[config.mk]
export PLATFORM = sky130hd
export DESIGN_NAME = booth_seq_mult
export DESIGN_NICKNAME = d
export VERILOG_FILES = /design/src/rtl/booth_pkg.sv /design/src/rtl/booth_step.sv /design/src/rtl/booth_seq_mult.sv
export SDC_FILE = /design/constraint.sdc
export NUM_CORES = 1
export LEC_CHECK = 0
export BUFFER_PORTS_ARGS = -buffer_cell sky130_fd_sc_hd__buf_2
export CAP_MARGIN = 20
export CORE_MARGIN = 3
export CORE_UTILIZATION = 55
export DETAILED_ROUTE_END_ITERATION = 10
export GPL_TIMING_DRIVEN = 1
export PLACE_DENSITY = 0.8
export SYNTH_ARGS = -nofsm -noshare
export SYNTH_HDL_FRONTEND = slang
export SYNTH_SLANG_ARGS = --single-unit
[constraint.sdc]
create_clock -name clk -period 7.6 [get_ports clk]
set_input_delay 1.52 -clock clk [delete_from_list [all_inputs] [get_ports clk]]
set_output_delay 1.52 -clock clk [all_outputs]
set_load 0.02 [all_outputs]
[src/rtl/booth_pkg.sv]
// Shared types and helpers for the sequential radix-2 Booth multiplier.
package booth_pkg;

  typedef enum logic [1:0] {
    IDLE = 2'd0,
    RUN  = 2'd1,
    DONE = 2'd2
  } state_e;

  typedef enum logic [1:0] {
    NOP = 2'd0,
    ADD = 2'd1,
    SUB = 2'd2
  } booth_op_e;

  // Step counter must hold values up to WIDTH+1.
  function automatic int cnt_width(input int width);
    return $clog2(width + 2);
  endfunction

endpackage

[src/rtl/booth_step.sv]
// One combinational Booth step: conditional add/subtract of M into A, then
// arithmetic shift right of {A,Q,Q_-1}.
module booth_step
  import booth_pkg::*;
#(
  parameter int WIDTH = 8
) (
  input  logic [WIDTH+1:0] a_in,
  input  logic [WIDTH:0]   q_in,
  input  logic             qm1_in,
  input  logic [WIDTH:0]   m_in,
  output logic [WIDTH+1:0] a_out,
  output logic [WIDTH:0]   q_out,
  output logic             qm1_out
);

  booth_op_e        op;
  logic [WIDTH+1:0] m_ext;
  logic [WIDTH+1:0] sum;

  assign m_ext = {m_in[WIDTH], m_in};

  always_comb begin
    case ({q_in[0], qm1_in})
      2'b01:   op = ADD;
      2'b10:   op = SUB;
      default: op = NOP;
    endcase
  end

  always_comb begin
    case (op)
      ADD:     sum = a_in + m_ext;
      SUB:     sum = a_in - m_ext;
      default: sum = a_in;
    endcase
  end

  assign a_out   = {sum[WIDTH+1], sum[WIDTH+1:1]};
  assign q_out   = {sum[0], q_in[WIDTH:1]};
  assign qm1_out = q_in[0];

endmodule

[src/rtl/booth_seq_mult.sv]
// Sequential radix-2 Booth multiplier with start/busy/done handshake and
// per-operation signed/unsigned mode; one Booth step per clock.
module booth_seq_mult
  import booth_pkg::*;
#(
  parameter int WIDTH = 8
) (
  input  logic               clk,
  input  logic               reset,
  input  logic               start,
  input  logic               signed_mode,
  input  logic [WIDTH-1:0]   multiplicand,
  input  logic [WIDTH-1:0]   multiplier,
  output logic               busy,
  output logic               done,
  output logic [2*WIDTH-1:0] product
);

  localparam int            CW   = cnt_width(WIDTH);
  localparam logic [CW-1:0] LAST = CW'(WIDTH);

  state_e             state_q, state_d;
  logic [WIDTH+1:0]   a_q, a_d, a_step;
  logic [WIDTH:0]     q_q, q_d, q_step;
  logic [WIDTH:0]     m_q, m_d;
  logic               qm1_q, qm1_d, qm1_step;
  logic [CW-1:0]      count_q, count_d;
  logic [2*WIDTH-1:0] product_q, product_d;
  logic               busy_q, busy_d;
  logic               done_q, done_d;

  booth_step #(.WIDTH(WIDTH)) u_step (
    .a_in   (a_q),
    .q_in   (q_q),
    .qm1_in (qm1_q),
    .m_in   (m_q),
    .a_out  (a_step),
    .q_out  (q_step),
    .qm1_out(qm1_step)
  );

  // Operands are widened by one bit so unsigned values run through the signed Booth recoding.
  always_comb begin
    state_d   = state_q;
    a_d       = a_q;
    q_d       = q_q;
    m_d       = m_q;
    qm1_d     = qm1_q;
    count_d   = count_q;
    product_d = product_q;
    case (state_q)
      IDLE, DONE: begin
        if (start) begin
          state_d = RUN;
          a_d     = '0;
          q_d     = signed_mode ? {multiplier[WIDTH-1], multiplier} : {1'b0, multiplier};
          m_d     = signed_mode ? {multiplicand[WIDTH-1], multiplicand} : {1'b0, multiplicand};
          qm1_d   = 1'b0;
          count_d = '0;
        end else begin
          state_d = IDLE;
        end
      end
      RUN: begin
        a_d     = a_step;
        q_d     = q_step;
        qm1_d   = qm1_step;
        count_d = count_q + CW'(1);
        if (count_q == LAST) begin
          state_d   = DONE;
          product_d = {a_step[WIDTH-2:0], q_step};
        end
      end
      default: state_d = IDLE;
    endcase
    busy_d = (state_d == RUN);
    done_d = (state_d == DONE);
  end

  always_ff @(posedge clk) begin
    if (reset) begin
      state_q   <= IDLE;
      a_q       <= '0;
      q_q       <= '0;
      m_q       <= '0;
      qm1_q     <= 1'b0;
      count_q   <= '0;
      product_q <= '0;
      busy_q    <= 1'b0;
      done_q    <= 1'b0;
    end else begin
      state_q   <= state_d;
      a_q       <= a_d;
      q_q       <= q_d;
      m_q       <= m_d;
      qm1_q     <= qm1_d;
      count_q   <= count_d;
      product_q <= product_d;
      busy_q    <= busy_d;
      done_q    <= done_d;
    end
  end

  assign busy    = busy_q;
  assign done    = done_q;
  assign product = product_q;

endmodule
==> results of run 1 <==
-- where the power goes --
group | switching [uW] | leakage, uW | total (uW) | internal [uW]
Clock | 93.1 | 0.0000614 | 201 | 108
Combinational | 84.3 | 0.000721 | 141 | 57.1
Sequential | 9.73 | 0.000423 | 292 | 282
-- placed cells by master, fill, tap and decap left out, drive strengths merged, types with 4 or more instances in the layout --
master	instances
inv	12
o21a	5
nor3	8
nand3	4
ha	13
a32oi	4
dfxtp	52
nor2b	6
mux2i	6
a22oi	12
nand2	60
a21oi	46
nor2	36
o21ai	6
clkbuf	6
a211oi	5
xnor2	7
buf	40
-- worst min-delay path: cells and delay by family, from the launching register on --
| family | cells | cell delay (ps) |
|---|---|---|
| compound gates | 1 | 50 |
| flops | 1 | 320 |
| simple gates | 1 | 50 |
-- flip-flops by register name, indices dropped and copies added (netlist names) --
name / flops
a_q: 9
busy: 1
count_q: 4
done: 1
m_q: 9
product: 16
q_q: 9
qm1_q: 1
state_q: 2
-- per-layer routing --
| layer | part of all wire | vias up | GRT usage |
|---|---|---|---|
| met4 | 0.0096 | 0 | 0.0524 |
| met3 | 0.044 | 6 | 0.0435 |
| li1 | - | 1185 | - |
| met2 | 0.48 | 59 | 0.341 |
| met1 | 0.47 | 1059 | 0.285 |
| met5 | 0 | - | 0 |
-- through the flow --
step           cells  power, uW  area, um2  setup WS [ps]
2_1_floorplan    331        408       2670           5030
3_3_place_gp     415        431       2860           4750
3_5_place_dp     415        436       2860           4710
4_1_cts          423        635       2980           4840
5_1_grt          423        663       2980           4590
6_report         423        634       2980           4850
-- how the worst max path moves through the flow --
| stage | cells after the start | slack (ps) | start | end |
|---|---|---|---|---|
| global route | 13 | 4590 | m_q[0] | a_q[8] |
| global placement | 6 | 4750 | start | a_q[3] |
| detailed placement | 6 | 4710 | start | a_q[3] |
| CTS | 13 | 4840 | m_q[0] | a_q[8] |
| floorplan | 12 | 5030 | qm1_q | a_q[8] |
| finish | 13 | 4850 | m_q[0] | a_q[8] |
-- logic make-up after synthesis --
family	Yosys count
AO/OA/AOI/OAI	90
XOR/XNOR	9
adder cells (fa/ha/maj)	14
buffers and inverters	33
flip-flops	52
multiplexers	8
AND/OR/NAND/NOR	125
-- area by class of cell --
type                    instances  share of cell area
flip-flops and latches         52               0.349
inverters                      12              0.0151
clock inverters                 2              0.0130
multi-input cells             246               0.498
clock buffers                   6              0.0277
repair buffers                 40              0.0696
well taps                      65              0.0273
==> results by group, run 1 <==
Run status
  – Status: finished clean

Clocking
  – TritonCTS buffer count: 5
  – Reg clk slew, reported paths: about 100 ps
  – CTS Hold Bufs: 0
  – Htree depth: 2
  – CTS root buf: clkbuf_8
  – Number of post-CTS setup repair buffers: 0
  – Resized cells post-CTS: 0
  – Clock buffer depth: 2
  – TritonCTS clock tree: built
  – Clock sinks: 52
  – Clock Latency Late Sink: 300 ps

Synth
  – Compound-gate portion of the synthesized area: 0.220
  – Syn Std Cell Area: between 0.002 and 0.003 mm2
  – Ys flop type: dfxtp_1
  – Synth Area per Inst: 8.07 um2
  – Seq/Total Area, Yosys: 0.390
  – Syn Inst Count: around 330
  – Ys async rst share: 0
  – Post-Synth XOR/XNOR Area: 0.0295
  – Post-Synth Adder-Cell Area: 0.0684
  – EDFF count, synth: 0
  – Area contributors post-synth: dfxtp_1 39%, a21oi_1 8.6%, nand2_1 8.3%
  – Synth Register Bits: 52
  – Simple-Gate Fraction of Synth Area: 0.208
  – Synth area leader: dfxtp_1
  – Syn. warnings: 0
  – Multiplexer share of the synthesized area: 0.0309
  – Post-synth top area share: 0.390
  – Largest family of logic cells by synthesized area: compound AO/OA/AOI/OAI gates
  – Synth top cells by count: 59 x nand2_1, 52 x dfxtp_1, 46 x a21oi_1
  – Mapped Nets: 365
  – Count leader, synth: nand2_1
  – Synth cell types: 50

Setup path
  – Worst R2R Setup Slack: a little under 5000 ps
  – Reg-to-reg startpoint: m_q[0]
  – Worst path buffer plus inverter count: 1
  – Family with the most delay on the worst path: compound AO/OA/AOI/OAI gates
  – CP Capture Type: flip-flop
  – CP max stage cell: dfxtp_1
  – CP arrival: 2940 ps
  – Critical path, cell by cell: inv_1 > ha_1 > nand2_1 > nor3_1 > nor2_1 > xnor2_1 > ha_1 > a21oi_1 > nor2_1 > a211oi_2 > o31ai_4 > mux2i_1 > mux2_1
  – Critical path class: reg2reg
  – Max incr delay on CP: 450 ps
  – R2R cell count: 13
  – Worst r2r dst: a_q[8]
  – CP max FO: 5
  – Req. time, crit path: between 7000 and 8000 ps
  – CP startpoint kind: flip-flop

Timing
  – Relative slew slack: 0.364
  – Slew Limit Fails: 0
  – Skew final: around 6.3 ps
  – Final Critical Period: approximately 2700 ps
  – Final hold violations: 0
  – Maximum clock rate: about 360 MHz
  – Count of final setup violators: 0
  – Setup TNS: 0 ps
  – Worst Tran Pin Value: 954 ps
  – Fin crit share: 0.362
  – Hold Slack: between 400 and 500 ps
  – RSZ-0062 raised after global routing: no

Drt
  – Residual DRC: 0
  – Drt initial violations: between 100 and 150
  – Total wire length: between 5000 and 6000 um
  – ANT nets after route: 0
  – Vias per cell: 5.46
  – Via count: between 2000 and 2500
  – Avg WL per Cell: between 10 and 15 um
  – Drt first pass iters: 4

Die
  – Die Area: around 0.0057 mm2
  – Initial Util: 0.589
  – # IOs: 38
  – Die W: approximately 76 um
  – Core Box Area: around 0.0045 mm2
  – Row Count: 24
  – Chip Height: between 70 and 80 um

Place
  – # port buffers: 37
  – Detail Placement HPWL: ~4200 um
  – GPL Wtd Cong: around 0.79

Global route
  – Number of global-route vias before repair: 2024
  – Tot GR Track Use: 0.210
  – First-pass GRT wire length: roughly 9300 um
  – Largest net degree at the start of global routing: 54
  – Gr ovfl total: 0
  – Initial antenna violation count: 0

Finish
  – Fillers: between 300 and 400
  – Final core utilization: 0.658
  – Area Growth Syn to Fin: 11.6%
  – Footprint of the multi-input gates: 0.00149 mm2
  – # diodes: 0
  – Register area: ~0.0010 mm2
  – # nets final: about 390
  – Share of cells above drive strength 1: 0.168

Hold path
  – Hold Path Depth: 2
  – HP Class: reg2reg
  – Worst Hold Launch: product[3]
  – Worst Hold End: product[3]

Pwr
  – PwrDens: roughly 210 mW/mm2
  – Lkg Pwr: about 0.0012 uW
  – Peak supply drop: ~160 uV

Job
  – Max-cap violations: 0
(Power assumes the default switching activity.)
==> run 2: changes to the inputs <==
==> constraint.sdc (replaced) <==
create_clock -name clk -period 2.6 [get_ports clk]
set_input_delay 0.52 -clock clk [delete_from_list [all_inputs] [get_ports clk]]
set_output_delay 0.52 -clock clk [all_outputs]
set_load 0.02 [all_outputs]
==> run 2 against run 1 <==
- sequential share of layout area fell by 1.8 points
- clock skew hardly changed
- combinational power grew to 3.5 times the previous value
- count of clock-buffer cells in the layout unchanged
- critical path depth is the same
- core utilization up 4.0 points
- sequential cell count unchanged
- cell area grew 6.1%
- sequential power rose to 2.9 times the previous value
==> results by group, run 2 (same netlist as run 1, synthesis figures left out) <==
Run status
  – Status: finished clean

Timing
  – Skew final: 5.89 ps (-0.437 ps)
  – Slew Limit Fails: 0 (unchanged)
  – Worst Tran Pin Value: 610 ps (-344 ps)
  – Final Critical Period: 2550 ps (-203 ps)
  – Fin crit share: 0.979 (+0.618)
  – Relative slew slack: 0.593 (+0.229)
  – Count of final setup violators: 0 (unchanged)
  – Final hold violations: 0 (unchanged)
  – Setup TNS: 0 ps (unchanged)
  – RSZ-0062 raised after global routing: yes
  – Maximum clock rate: 393 MHz (+8.0%)

Setup path
  – Max incr delay on CP: 350 ps (-100 ps)
  – CP max FO: 4 (-1)
  – CP max stage cell: dfxtp_2
  – CP Capture Type: flip-flop
  – Worst path buffer plus inverter count: 1 (unchanged)
  – CP startpoint kind: flip-flop
  – Critical path, cell by cell: inv_2 > ha_4 > nand2_1 > nor3_2 > nor2_2 > xnor2_1 > ha_1 > a21oi_2 > nor2_2 > a211oi_2 > o31ai_4 > mux2i_1 > mux2_1
  – Req. time, crit path: 2790 ps (-5000 ps)
  – Family with the most delay on the worst path: compound AO/OA/AOI/OAI gates
  – CP most frequent cell: nor2_2
  – CP arrival: 2740 ps (-200 ps)
  – Critical path class: reg2reg

Pwr
  – Lkg Pwr: 0.00129 uW (+6.7%)
  – Tot Pwr: 1880 uW (+200%)
  – Peak supply drop: 412 uV (+160%)
  – PwrDens: 596 mW/mm2 (+180%)

Global route
  – Initial antenna violation count: 0 (unchanged)
  – Largest net degree at the start of global routing: 33 (-39%)
  – Tot GR Track Use: 0.223 (+0.0135)
  – Gr ovfl total: 0 (unchanged)
  – First-pass GRT wire length: 9850 um (+6.2%)
  – Number of global-route vias before repair: 2199 (+8.6%)

Finish
  – Cell area after layout: 0.00316 mm2 (+6.1%)
  – Share of cells above drive strength 1: 0.249 (+0.0811)
  – # nets final: 407 (+4.1%)
  – Post-route insts no fill: 439 (+3.8%)
  – Final core utilization: 0.698 (+0.0400)
  – Most common cell after layout, fill and taps aside: nand2_1
  – Area Growth Syn to Fin: 18.4%
  – Most frequent cells in the layout: 58 x nand2_1, 48 x dfxtp_1, 44 x a21oi_1
  – # diodes: 0 (unchanged)
  – Max FFs per register: 16 (unchanged)

Clocking
  – TritonCTS buffer count: 5 (unchanged)
  – CTS root buf: clkbuf_8
  – Clock Latency Late Sink: 300 ps (about the same)
  – CTS Hold Bufs: 0 (unchanged)
  – Htree depth: 2 (unchanged)
  – Clock buffer depth: 2 (unchanged)
  – Reg clk slew, reported paths: 90 ps (about the same)
  – TritonCTS clock tree: built
  – Clock sinks: 52 (unchanged)

Die
  – Initial Util: 0.589 (unchanged)
  – Die Area: 0.00573 mm2 (unchanged)
  – Die W: 75.7 um (unchanged)
  – Chip Height: 75.7 um (unchanged)
  – Row Count: 24 (unchanged)
  – # IOs: 38 (unchanged)
  – Core Box Area: 0.00453 mm2 (unchanged)

Place
  – GPL Wtd Cong: 0.893 (+13%)
  – Detail Placement HPWL: 4400 um (+5.1%)
  – # port buffers: 37 (unchanged)
  – Placed cells: 428 (+3.1%)
  – Placed instance area: 0.00296 mm2 (+3.4%)

Drt
  – ANT nets after route: 0 (unchanged)
  – Avg WL per Cell: 14.1 um (+2.0%)
  – Residual DRC: 0 (unchanged)
  – Vias per cell: 5.43 (-0.60%)
  – Total wire length: 6200 um (+5.9%)
  – Drt first pass iters: 4 (unchanged)
  – Drt initial violations: 211 (+52%)
  – Via count: 2382 (+3.2%)

Hold path
  – HP Class: in2reg

Job
  – Max-cap violations: 0 (unchanged)
## run 2: changes by cell type in the layout (fill, tap and decap cells not counted), moves of 3 or more
cell     delta
nor2_2      +3
dfxtp_2     +4
dfxtp_1     -4
ha_1        -3
buf_4      +14
nor2_1      -4
## run 2: final timing paths
check                             endpoint  cells after the start            start  slack (ps)
worst min-delay path                m_q[1]                      3  multiplicand[1]         450
worst max-delay path                a_q[8]                     13           m_q[0]          50
worst min register to register  product[6]                      2       product[6]         460
worst max register to register      a_q[8]                     13           m_q[0]          50
## run 2: per-layer routing
layer	up-vias	share of wire	wire, um	track usage
met5	-	0	0	0
met4	0	0.014	85	0.0699
met3	12	0.049	307	0.0449
met2	72	0.48	2960	0.366
met1	1075	0.46	2850	0.296
li1	1223	-	-	-
## run 2: area by class of cell
class	count	area [um2]
multi-input cells	246	1550
fillers	362	1370
flip-flops and latches	52	1050
repair buffers	56	335
well taps	65	81.3
clock buffers	6	72.6
inverters	12	45.0
clock inverters	2	35.0
## run 2: power by group
part	internal [uW]	switching [uW]	total (uW)
combinational	216	271	487
sequential	825	27.8	852
clock	286	259	545
total	1330	558	1880
## run 2: timing repair
action / 4_1_cts / 5_1_grt
setup endpoints to repair: 1 / 5
buffers inserted: 0 / 3
pin swaps: 2 / 11
gates resized for setup: 1 / 22
## run 2: stage by stage
stage / worst slack [ps] / hold WS [ps]
finish: 53.8 / 450
global route: -123 / 447
CTS: 3.74 / 453
detailed placement: -14.3 / 447
global placement: 86.1 / 440
floorplan: 25.4 / 446
## run 2: tightest hold or removal path: cells and delay by family
family	cells	cell delay [ps]
buffers and inverters	1	100
and+or+nand+nor	1	50
AOI/OAI and AO/OA	1	50
==> run 3: changes to the inputs <==
--- a/config.mk
+++ b/config.mk
@@ -7,11 +7,13 @@
 export LEC_CHECK = 0
 export BUFFER_PORTS_ARGS = -buffer_cell sky130_fd_sc_hd__buf_2
 export CAP_MARGIN = 20
+export CELL_PAD_IN_SITES_DETAIL_PLACEMENT = 1
+export CELL_PAD_IN_SITES_GLOBAL_PLACEMENT = 1
 export CORE_MARGIN = 3
-export CORE_UTILIZATION = 55
+export CORE_UTILIZATION = 42
 export DETAILED_ROUTE_END_ITERATION = 10
 export GPL_TIMING_DRIVEN = 1
-export PLACE_DENSITY = 0.8
+export PLACE_DENSITY = 0.82
 export SYNTH_ARGS = -nofsm -noshare
 export SYNTH_HDL_FRONTEND = slang
 export SYNTH_SLANG_ARGS = --single-unit
==> run 3 against run 2 <==
- sequential share of layout area fell by 0.14 points
- first-iteration DRC count fell by 36%
- setup slack got worse by 54 ps
- via count rose by 4.5%
- clock power fell by 6.8%
- maximum frequency fell by 2.1%
- cell area rose by 0.55%
- register-to-register slack got worse by 50 ps
- non-clock buffer count rose by 2
- critical endpoint is now product[12]
- largest cell class unchanged
- largest power group unchanged
==> results by group, run 3 (same netlist as run 1, synthesis figures left out) <==
Drt
  – Routed length on met3: 214 um (-30%)
  – Residual DRC: 0 (unchanged)
  – Max layer used: met4
  – Vias per cell: 5.52 (+1.7%)
  – Total wire length: 7580 um (+22%)
  – Avg WL per Cell: 16.8 um (+19%)
  – M1 WL: 3380 um (+18%)
  – Drt initial violations: 136 (-36%)
  – Via count: 2488 (+4.5%)
  – Wire length on met2: 3960 um (+34%)
  – Drt first pass iters: 5 (+1)
  – ANT nets after route: 0 (unchanged)

Die
  – Row Count: 28 (+17%)
  – # IOs: 38 (unchanged)
  – Core Box Area: 0.00603 mm2 (+33%)
  – Die Area: 0.00736 mm2 (+28%)
  – Chip Height: 85.8 um (+13%)
  – Initial Util: 0.444 (-0.146)
  – Die W: 85.8 um (+13%)

Finish
  – Most frequent cells in the layout: 59 x nand2_1, 47 x dfxtp_1, 43 x a21oi_1
  – # diodes: 0 (unchanged)
  – Area Growth Syn to Fin: 19.1%
  – Cell area after layout: 0.00318 mm2 (+0.55%)
  – Share of cells above drive strength 1: 0.245 (-0.00398)
  – Final core utilization: 0.528 (-0.170)
  – # nets final: 409 (+0.49%)
  – Most common cell after layout, fill and taps aside: nand2_1
  – Max FFs per register: 16 (unchanged)

Run status
  – Status: finished clean

Clocking
  – Reg clk slew, reported paths: 100 ps (about the same)
  – Clock buffer depth: 2 (unchanged)
  – Htree depth: 2 (unchanged)
  – TritonCTS clock tree: built
  – TritonCTS buffer count: 5 (unchanged)
  – Clock sinks: 52 (unchanged)
  – CTS root buf: clkbuf_8
  – CTS Hold Bufs: 0 (unchanged)
  – Clock Latency Late Sink: 310 ps (about the same)

Timing
  – Worst Tran Pin Value: 876 ps (+266 ps)
  – Slew Limit Fails: 0 (unchanged)
  – Relative slew slack: 0.415 (-0.178)
  – Fin crit share: 1.00 (+0.0207)
  – Count of final setup violators: 0 (unchanged)
  – RSZ-0062 raised after global routing: yes
  – Final Critical Period: 2600 ps (+53.8 ps)
  – Setup TNS: 0 ps (unchanged)
  – Maximum clock rate: 385 MHz (-2.1%)
  – Hold Slack: 439 ps (-11.6 ps)
  – Skew final: 4.22 ps (-1.67 ps)
  – Final hold violations: 0 (unchanged)

Setup path
  – Critical path class: reg2reg
  – Req. time, crit path: 2830 ps (+40 ps)
  – CP startpoint kind: flip-flop
  – CP max FO: 6 (+2)
  – CP Capture Type: flip-flop
  – CP arrival: 2830 ps (+90 ps)

Pwr
  – PwrDens: 595 mW/mm2 (-0.16%)
  – Peak supply drop: 418 uV (+1.5%)
  – Lkg Pwr: 0.00130 uW (+1.3%)

Hold path
  – HP Class: in2reg

Global route
  – Number of global-route vias before repair: 2547 (+16%)
  – First-pass GRT wire length: 12000 um (+22%)
  – Gr ovfl total: 0 (unchanged)
  – Largest net degree at the start of global routing: 31 (-6.1%)
  – Tot GR Track Use: 0.203 (-0.0203)
  – Initial antenna violation count: 0 (unchanged)

Place
  – GPL Wtd Cong: 0.827 (-7.3%)
  – # port buffers: 37 (unchanged)
  – Detail Placement HPWL: 5210 um (+19%)
  – Placed instance area: 0.00298 mm2 (+0.68%)

Job
  – Max-cap violations: 0 (unchanged)
run 3: metrics by stage:
stage	setup WS (ps)	power (uW)	std cells
after floorplan	25.4	1190	331
after global placement	81.7	1310	439
after detailed placement	-32.2	1340	439
after CTS	11.4	1830	447
after global routing	-114	1980	451
final	0.0486	1890	451
run 3: worst max-delay path, cell delays in order, from the launching register on:
cell	delay (ps)
dfxtp_2	350
inv_2	50
ha_4	180
nor2_1	130
xnor2_1	180
ha_1	340
nor2b_1	190
o21a_1	190
o21a_1	190
o31ai_1	420
nand2_1	130
a21oi_1	180
run 3: routing by layer:
layer  global-route usage  vias up
met1                0.267     1219
li1                     -     1225
met5                    0        -
met4               0.0403        0
met3               0.0327        4
met2                0.352       40
run 3: path summary, 6_finish.rpt:
kind | from | to | slack [ps] | depth (start not counted)
hold reg to reg | product[4] | product[4] | 460 | 2
setup / recovery | qm1_q | product[12] | 0.05 | 11
setup reg to reg | qm1_q | product[12] | 0.05 | 11
hold / removal | multiplicand[4] | m_q[4] | 440 | 3
run 3: final cells by class:
| cell class | count | area [um2] |
|---|---|---|
| Tap cell | 75 | 93.8 |
| Clock buffer | 6 | 82.6 |
| Clock inverter | 2 | 13.8 |
| Fill cell | 753 | 2840 |
| Inverter | 12 | 45.0 |
| Timing Repair Buffer | 58 | 350 |
| Sequential cell | 52 | 1050 |
| Multi-Input combinational cell | 246 | 1550 |
run 3: power by group:
part	internal [uW]	switching [uW]	total, uW	leakage [uW]
combinational	235	297	532	0.000826
sequential	825	27.6	853	0.000425
clock	219	289	508	0.0000516
run 3: repair_timing:
action,in CTS,in global routing
pin swaps,0,12
setup endpoints to repair,2,7
resized for setup,1,21
buffers inserted,0,4
